### src/rtl/axi_dw_allocator_len.sv
// axi_dw_allocator_len
// W-channel allocator for the AXI node slave side. Every AW grant pushes
// {port index, AWLEN} into an order FIFO; W beats are then forwarded from
// the head entry's port, in grant order. The allocator counts beats itself,
// regenerates wlast_o from that count and flags masters whose wlast_i
// disagrees with it.
//
// Optional feature macro: AXI_DW_OUT_REG_EN
//   defined   -> 2-entry skid buffer on the slave side (+1 cycle latency)
//   undefined -> slave side is a combinational mux of the head port
//
// Ports
//   clk, rst_n            clock, asynchronous active-low reset
//   w*_i[N_TARG_PORT]     per-port W payload / valid
//   wready_o              per-port ready, at most one bit set
//   w*_o, wvalid_o        slave-side W payload / valid
//   wready_i              slave-side ready
//   push_id_i, id_bin_i,  AW grant: push request, granted port, AWLEN
//   len_i
//   grant_id_o            order FIFO can accept a push
//   fifo_level_o          queued entries
//   err_last_o            1-cycle pulse: a master's wlast_i was wrong
//   err_port_o            port of the most recent wlast error (held)
//   dbg_state_o           FSM state (0 = IDLE, 1 = ACTIVE)
//
// Handshake: a beat moves across an interface on a rising edge where
// valid and ready are both high. Valid never waits on ready; the payload
// is only meaningful while valid is high.
module axi_dw_allocator_len #(
    parameter int AXI_DATA_W   = 64,
    parameter int AXI_NUMBYTES = AXI_DATA_W / 8,
    parameter int AXI_USER_W   = 6,
    parameter int N_TARG_PORT  = 7,
    parameter int LOG_N_TARG   = $clog2(N_TARG_PORT),
    parameter int FIFO_DEPTH   = 8,
    parameter int AXI_LEN_W    = 8,
    parameter int LEVEL_W      = $clog2(FIFO_DEPTH + 1)
) (
    input  logic                    clk,
    input  logic                    rst_n,
    input  logic [AXI_DATA_W-1:0]   wdata_i [N_TARG_PORT],
    input  logic [AXI_NUMBYTES-1:0] wstrb_i [N_TARG_PORT],
    input  logic [N_TARG_PORT-1:0]  wlast_i,
    input  logic [AXI_USER_W-1:0]   wuser_i [N_TARG_PORT],
    input  logic [N_TARG_PORT-1:0]  wvalid_i,
    output logic [N_TARG_PORT-1:0]  wready_o,
    output logic [AXI_DATA_W-1:0]   wdata_o,
    output logic [AXI_NUMBYTES-1:0] wstrb_o,
    output logic                    wlast_o,
    output logic [AXI_USER_W-1:0]   wuser_o,
    output logic                    wvalid_o,
    input  logic                    wready_i,
    input  logic                    push_id_i,
    input  logic [LOG_N_TARG-1:0]   id_bin_i,
    input  logic [AXI_LEN_W-1:0]    len_i,
    output logic                    grant_id_o,
    output logic [LEVEL_W-1:0]      fifo_level_o,
    output logic                    err_last_o,
    output logic [LOG_N_TARG-1:0]   err_port_o,
    output logic                    dbg_state_o
);

    localparam int PTR_W = $clog2(FIFO_DEPTH);
    localparam int PAY_W = AXI_DATA_W + AXI_NUMBYTES + AXI_USER_W + 1;

    typedef enum logic {IDLE = 1'b0, ACTIVE = 1'b1} state_t;

    state_t                  state;
    logic [LOG_N_TARG-1:0]   fifo_id  [FIFO_DEPTH];
    logic [AXI_LEN_W-1:0]    fifo_len [FIFO_DEPTH];
    logic [PTR_W-1:0]        wr_ptr, rd_ptr;
    logic [LEVEL_W-1:0]      level, level_nxt;
    logic [AXI_LEN_W-1:0]    beat_cnt;

    logic                    full, push, pop, active;
    logic [LOG_N_TARG-1:0]   head_id;
    logic [AXI_LEN_W-1:0]    head_len;
    logic                    exp_last;
    logic                    mux_valid, sink_ready, beat_acc, last_err;
    logic [PAY_W-1:0]        mux_pay;

    assign full       = (level == LEVEL_W'(FIFO_DEPTH));
    // A push is refused while full even if the head pops in the same cycle.
    assign push       = push_id_i && !full;
    assign head_id    = fifo_id[rd_ptr];
    assign head_len   = fifo_len[rd_ptr];
    assign active     = (state == ACTIVE);
    assign exp_last   = (beat_cnt == head_len);
    assign mux_valid  = active && wvalid_i[head_id];
    assign beat_acc   = mux_valid && sink_ready;
    assign pop        = beat_acc && exp_last;
    assign last_err   = beat_acc && (wlast_i[head_id] != exp_last);
    assign level_nxt  = level + LEVEL_W'(push) - LEVEL_W'(pop);

    assign grant_id_o   = !full;
    assign fifo_level_o = level;
    assign dbg_state_o  = active;

    // Head port payload; wlast comes from the beat counter, not the master.
    always_comb begin
        mux_pay = '0;
        if (active) begin
            mux_pay = {wdata_i[head_id], wstrb_i[head_id], wuser_i[head_id], exp_last};
        end
    end

    always_comb begin
        wready_o = '0;
        if (active) begin
            wready_o[head_id] = sink_ready;
        end
    end

    // Order FIFO storage: contents are don't-care until pushed.
    always_ff @(posedge clk) begin
        if (push) begin
            fifo_id[wr_ptr]  <= id_bin_i;
            fifo_len[wr_ptr] <= len_i;
        end
    end

    always_ff @(posedge clk or negedge rst_n) begin
        if (!rst_n) begin
            state      <= IDLE;
            wr_ptr     <= '0;
            rd_ptr     <= '0;
            level      <= '0;
            beat_cnt   <= '0;
            err_last_o <= 1'b0;
            err_port_o <= '0;
        end else begin
            if (push) wr_ptr <= wr_ptr + PTR_W'(1);
            if (pop)  rd_ptr <= rd_ptr + PTR_W'(1);
            level <= level_nxt;

            if (pop)           beat_cnt <= '0;
            else if (beat_acc) beat_cnt <= beat_cnt + AXI_LEN_W'(1);

            err_last_o <= last_err;
            if (last_err) err_port_o <= head_id;

            // Head advances on the final beat, so the next burst needs no bubble.
            case (state)
                IDLE:    if (level_nxt != '0) state <= ACTIVE;
                ACTIVE:  if (level_nxt == '0) state <= IDLE;
                default: state <= IDLE;
            endcase
        end
    end

`ifdef AXI_DW_OUT_REG_EN
    // Output register plus one skid entry. The skid only fills when the
    // output register is stalled, so upstream ready depends on skid
    // occupancy alone and throughput stays at one beat per cycle.
    logic             out_valid, skid_valid;
    logic [PAY_W-1:0] out_pay, skid_pay;

    assign sink_ready = !skid_valid;

    always_ff @(posedge clk or negedge rst_n) begin
        if (!rst_n) begin
            out_valid  <= 1'b0;
            skid_valid <= 1'b0;
            out_pay    <= '0;
            skid_pay   <= '0;
        end else if (!out_valid || wready_i) begin
            if (skid_valid) begin
                out_pay    <= skid_pay;
                out_valid  <= 1'b1;
                skid_valid <= 1'b0;
            end else begin
                out_valid <= beat_acc;
                if (beat_acc) out_pay <= mux_pay;
            end
        end else if (beat_acc) begin
            skid_pay   <= mux_pay;
            skid_valid <= 1'b1;
        end
    end

    assign wvalid_o = out_valid;
    assign {wdata_o, wstrb_o, wuser_o, wlast_o} = out_pay;
`else
    assign sink_ready = wready_i;
    assign wvalid_o   = mux_valid;
    assign {wdata_o, wstrb_o, wuser_o, wlast_o} = mux_pay;
`endif

endmodule

### config.mk
export PLATFORM = sky130hd
export DESIGN_NAME = axi_dw_allocator_len
export DESIGN_NICKNAME = d
export VERILOG_FILES = /design/src/rtl/axi_dw_allocator_len.sv
export SDC_FILE = /design/constraint.sdc
export NUM_CORES = 1
export LEC_CHECK = 0
export ABC_AREA = 1
export CAP_MARGIN = 20
export CORE_AREA = 2 2 263 265
export DETAILED_ROUTE_END_ITERATION = 16
export DIE_AREA = 0 0 265 267
export PLACE_DENSITY_LB_ADDON = 0.15
export SLEW_MARGIN = 20
export SYNTH_ARGS = -nofsm -noshare
export SYNTH_HDL_FRONTEND = slang
export SYNTH_SLANG_ARGS = --single-unit
### constraint.sdc
create_clock -name clk -period 3.8 [get_ports clk]
set_clock_uncertainty 0.1 [all_clocks]
set_input_delay 1.14 -clock clk [delete_from_list [all_inputs] [get_ports clk]]
set_output_delay 1.14 -clock clk [all_outputs]
set_load 0.005 [all_outputs]
# After elaboration in Yosys (flattened, before gate mapping)
# Memory sizes are Yosys's and may differ from the RTL's.
# Index checks and enable logic that the tools add are counted.
# W data, S select, Z words.
# op_classes
n_lt_le_gt_ge	3
add_sub_neg	5
n_bitwise	3
eq_ne	3
mux	24
reduce_logical	10
# op_table
op	n
$bmux W64 S3	1
$mux W64	2
$mux W79	1
$mux W8	4
$bmux W8 S3	1
$bmux W6 S3	1
$mux W6	2
$add A8 B1 Y8 const B	1
$eq A8 B8 Y1	1
$and A7 B7 Y7	1
$mux W1	7
$mux W7	1
$add A3 B1 Y3 const B	2
$bmux W1 S3	2
$logic_and A1 B1 Y1	6
$add A4 B1 Y4	1
$eq A4 B4 Y1 const B	1
$ge A4 B4 Y1 const B	1
$logic_not A4 Y1	1
$lt A3 B4 Y1 const B	1
$not A3 Y4	1
$reduce_bool A4 Y1	1
$sub A4 B1 Y4	1
$demux W1 S3	1
other kinds (6)	6
# word_totals
memories	2
ram_bits	88
out_inout_bits	97
input_bits	575
ff_bits	23
# memory_table
name	depth	word_bits	read_ports	rd_ports_with_merged_regs	wr	line_no	source
fifo_len	8	8	1	0	1	70	logic [AXI_LEN_W-1:0] fifo_len [FIFO_DEPTH];
fifo_id	8	3	1	0	1	69	logic [LOG_N_TARG-1:0] fifo_id [FIFO_DEPTH];

# Logic depth before layout (Yosys ltp)
# An unclocked memory read counts as a cell.
# depth
depth_word	10
depth_mapped	22
depth_no_buf	21

# Least setup slack after synthesis
# No wires, ideal clock.
# synth_path
path_type	input to register
from	input wvalid_i[3]
to	register state, in the netlist dbg_state_o
required_ns	3.561
stages	15
setup_ns	0.139
t_arrival_ns	3.223
slack_ns	0.339
cell_sequence	nand3_1 -> nand3_1 -> nand2_1 -> nor2_2 -> nand2_2 -> nor2_4 -> nand2_2 -> inv_1 -> ha_1 -> inv_1 -> ha_1 -> inv_1 -> fa_1 -> inv_1 -> or4_1
# synth_via
elab_chain_cells	9
# synth_rtl
item	line_no	source
from (decl)	45	input logic [N_TARG_PORT-1:0] wvalid_i,
$bmux W1 S3 *	89	assign mux_valid = active && wvalid_i[head_id];
$mux W1 (not written as such) *	89	
$logic_and A1 B1 Y1 *	89	
$logic_and A1 B1 Y1 *	90	assign beat_acc = mux_valid && sink_ready;
$logic_and A1 B1 Y1 *	91	assign pop = beat_acc && exp_last;
$sub A4 B1 Y4 *	93	assign level_nxt = level + LEVEL_W'(push) - LEVEL_W'(pop);
net level_nxt[1]	72	logic [LEVEL_W-1:0] level, level_nxt;
$logic_not A4 Y1 / $reduce_bool A4 Y1 (equally long branches)	145, 144	
$mux W1 (on tied branches)	145, 144	
$pmux W1 S2 *	143	case (state)
to (signal assigned)	144	IDLE: if (level_nxt != '0) state <= ACTIVE;
to (signal assigned)	145	ACTIVE: if (level_nxt == '0) state <= IDLE;
to (signal assigned)	146	default: state <= IDLE;
to (decl)	68	state_t state;
# The timed path passes the listed nets; every way through them passes the cells marked *. The select of a mux whose other input is x is not followed.
# A chain may end at the register's enable or synchronous reset.

# Worst setup path in the final report
# layout_path
from	register rd_ptr[0]
to	output wdata_o[27]
# layout_via
elab_chain_cells	6
# layout_rtl
item	line_no	source
from (decl)	71	logic [PTR_W-1:0] wr_ptr, rd_ptr;
from (signal assigned)	133	if (pop) rd_ptr <= rd_ptr + PTR_W'(1);
$mem_v2 Z8 W3	n/a	
$not A3 Y4 (not written as such)	103	mux_pay = {wdata_i[head_id], wstrb_i[head_id], wuser_i[head_id], exp_last};
$bmux W64 S3	103	
$mux W64 (not written as such) (2 in a row)	103	
$mux W79	102	if (active) begin
to (decl)	47	output logic [AXI_DATA_W-1:0] wdata_o,
# Every way passes these cells. The select of a mux whose other input is x is not followed.

==> impl_metrics.csv <==
group,metric,value,unit
worst_setup_path,required,2.56,ns
pwr,p_sw,0.00755,W
floorplan,ios,672,
worst_setup_path,path_class,"register to output pin",
synth,avgSynthCellArea,6.94,um2
layout,fill_cells,7036,
sta,finalSetupTns,-15.97,ns
synth,synth_top_flop_cell,"edfxtp_1",
synth,synth_seq_cells,111,
synth,netlist_instances,1484,
clock_network,numCtsBuffers,9,
layout,synthToLayoutAreaGrowth,130,%
synth,synth_seq_area_share,31.2,%
clock_network,cts_tree,"built",
clock_network,cts.sinks,111,
sta,timing.final.crit_period,4.14,ns
layout,nets,2948,
global_routing,gr-total-overflow,0,
worst_setup_path,cp_max_fo,6,
pwr,power.internal,0.00824,W
placed_design,gp_congestion,0.955,
clock_network,clockRootBuffer,"clkbuf_16",
route,ant_nets,0,
run_status,outcome,"complete, but fails checks",
synth,yosys.area.top_type,"edfxtp_1",
synth,synth.cell_area,10300,um2
floorplan,row_count,96,
route,drc,0,
pwr,vdd_drop_max,0.232,mV
pwr,p_comb_share,82.7,%
sta,tightest_slew,0.502,ns
clock_network,clkTransAtPathRegs,0.07,ns
sta,finalMaxSlewViolations,0,
placed_design,hpwl,62.2,mm
worst_setup_path,crit_arrival,2.90,ns
global_routing,track_usage,21.5,%
min_path,whs_path_depth,2,
route,routedWlPerCell,25.4,um
clock_network,clk_latency,0.37,ns
floorplan,core_area,68000,um2
synth,syn-num-nets,2068,
route,via_count,14500,
clock_network,max-clock-path-buffers,2,
min_path,hp-class,"register to register",
pwr,switching_share,47.8,%
sta,period_share,109,%
floorplan,fp.dieW,265,um
global_routing,antenna_found_initial,15,
clock_network,hold_buffers,0,
synth,yosys.cell_types.count,35,
layout,multi_input_area,8110,um2
worst_setup_path,ff2ff_path_depth,23,
route,detailedRoute.firstPassIterationCount,5,
placed_design,portBuffers,671,
sta,hold_viol_final,0,
route,drt-vias-per-instance,4.45,
floorplan,die_area,70800,um2
sta,relSlewSlack,66.5,%
layout,final_common_cell,"clkdlybuf4s50_1",
worst_setup_path,critPathLaunchType,"register",
pwr,p_leak,9.85,nW
pwr,p_per_area,666,nW/um2
run_status,violations,"setup timing",
sta,fin_ws,-0.344,ns
route,drt-initial-drc-count,996,
pwr,p_seq_share,10.8,%
synth,synth_area_leaders,"edfxtp_1 (26%), nand2_1 (19%), nand3_1 (7.7%)",
floorplan,die_height,267,um
sta,grt_setup_unrepaired,"yes",
sta,timing.hold.ws,0.380,ns
sta,timing.fmax,241,MHz
layout,drive_gt1_share,31.6,%
worst_setup_path,end_kind,"output pin",
global_routing,grt_start_max_net_pins,40,
synth,synth_edf_count,88,
route,routed_wl,82.8,mm
pwr,clkPwrFrac,6.5,%
global_routing,first_global_vias,14400,
flow_run,maxCapViolations,0,
global_routing,grt_pass1_wl,109,mm
synth,async_flop_share,20.7,%
clock_network,htree_num_levels,3,
layout,layout_common_cells,"clkdlybuf4s50_1 (584), nand2_1 (498), inv_1 (156)",
synth,synth.top_cell.area_share,25.6,%
layout,seqCellArea,3220,um2
synth,synth_warnings,0,
floorplan,floorplan.initialDensity,15.2,%
sta,setup_viol,82,
[cell type report]
cell class | instances | share of cell area [%]
sequential | 111 | 13.6
antenna | 12 | 0.127
tap | 882 | 4.66
multi-input combinational | 1099 | 34.2
clock inverter | 7 | 0.364
inverter | 163 | 2.62
timing repair inverter | 1 | 0.0317
clock buffer | 9 | 0.950
timing repair buffer | 979 | 43.4
[routing by layer]
metal | routed length (um) | vias to the layer above | global-route usage, %
li1 | - | 6806 | -
met4 | 3670 | 6 | 8.43
met3 | 4910 | 110 | 4.48
met5 | 44 | - | 0
met2 | 41300 | 573 | 37.9
met1 | 32900 | 7041 | 25.5
[cell families (layout without fill, tap and decap cells)]
family                   Yosys count  in the layout  share of synthesized area, %
AND/OR/NAND/NOR                  754            755                          31.1
AO/OA/AOI/OAI                    327            327                          23.6
buffers and inverters            275           1159                          12.2
flip-flops                       111            111                          31.2
adder cells (fa/ha/maj)            9              9                          1.17
XOR/XNOR                           8              8                         0.680
other                              0             12                             0
[sequential cells by signal, summed over array words and instances (netlist names)]
| register | count |
|---|---|
| fifo_id | 24 |
| wr_ptr | 3 |
| err_port_o | 3 |
| fifo_len | 64 |
| dbg_state_o | 1 |
| rd_ptr | 3 |
| err_last_o | 1 |
| beat_cnt | 8 |
| fifo_level_o | 4 |
[synth_stat cells (3+ instances only)]
cell type and n:
nand4_1 7, nor2_2 4, o221ai_1 78, clkbuf_1 47, a211oi_2 61, nor2_4 3
buf_4 11, ha_1 8, a211oi_1 17, nand2_1 528, o21ai_1 8, nand2_2 7
nand3b_1 4, nand3_1 158, buf_1 4, o21ai_0 83, nand3_2 6, nor3_1 3
a21oi_1 79, inv_2 4, dfrtp_1 23, buf_6 18, nor2_1 27, buf_2 31
xor2_1 6, edfxtp_1 88, inv_1 159
[stage by stage]
stage | util, % | instance area (um2) | total power, W | setup slack [ns] | cells
final | 34.9 | 23700 | 0.0158 | -0.344 | 3263
after detailed placement | 28.2 | 19200 | 0.0114 | -0.593 | 3086
after global placement | 28.2 | 19200 | 0.0114 | -0.613 | 3086
after CTS | 31.9 | 21700 | 0.0142 | -0.608 | 3194
after global routing | 34.8 | 23700 | 0.0166 | -0.405 | 3260
after floorplan | - | 10300 | 0.00567 | 0.339 | 1484
[worst paths after layout]
path | start | endpoint | slack [ns]
max | rd_ptr[0] | wdata_o[27] | -0.34
min | err_port_o[2] | err_port_o[2] | 0.38
max reg2reg | rd_ptr[0] | dbg_state_o | -0.08
min reg2reg | err_port_o[2] | err_port_o[2] | 0.38
max in group asynchronous | rst_n | dbg_state_o | 2.21
min in group asynchronous | rst_n | beat_cnt[0] | 1.06
[critical path, cell delays in order (launching register included)]
cell        delay, ns
dfrtp_2          0.49
clkinvlp_4       0.14
buf_6            0.13
nand2_4          0.04
nand3_2          0.07
nand3_2          0.09
nand2_4          0.17
buf_6            0.12
nor2_4           0.03
clkinv_4         0.05
buf_12           0.13
buf_12           0.14
buf_16           0.13
buf_12           0.14
a21oi_4          0.04
a211oi_4         0.36
buf_2            0.22
[power groups by stage]
stage               registers (W)  clock network [W]  logic (W)
global placement          0.00172                  0    0.00969
detailed placement        0.00172                  0    0.00968
finish                    0.00171            0.00102     0.0131
global route              0.00173            0.00109     0.0138
CTS                       0.00171            0.00104     0.0115
floorplan                 0.00168                  0    0.00398
[timing repair]
action | in CTS | in global routing
pin swaps | 48 | 94
resized for setup | 536 | 403
hold endpoints to repair | 0 | 0
gates cloned | 15 | 9
setup buffers | 84 | 77
endpoints found under the setup margin | 88 | 88
Note: power is estimated with default switching activity, not from simulation.
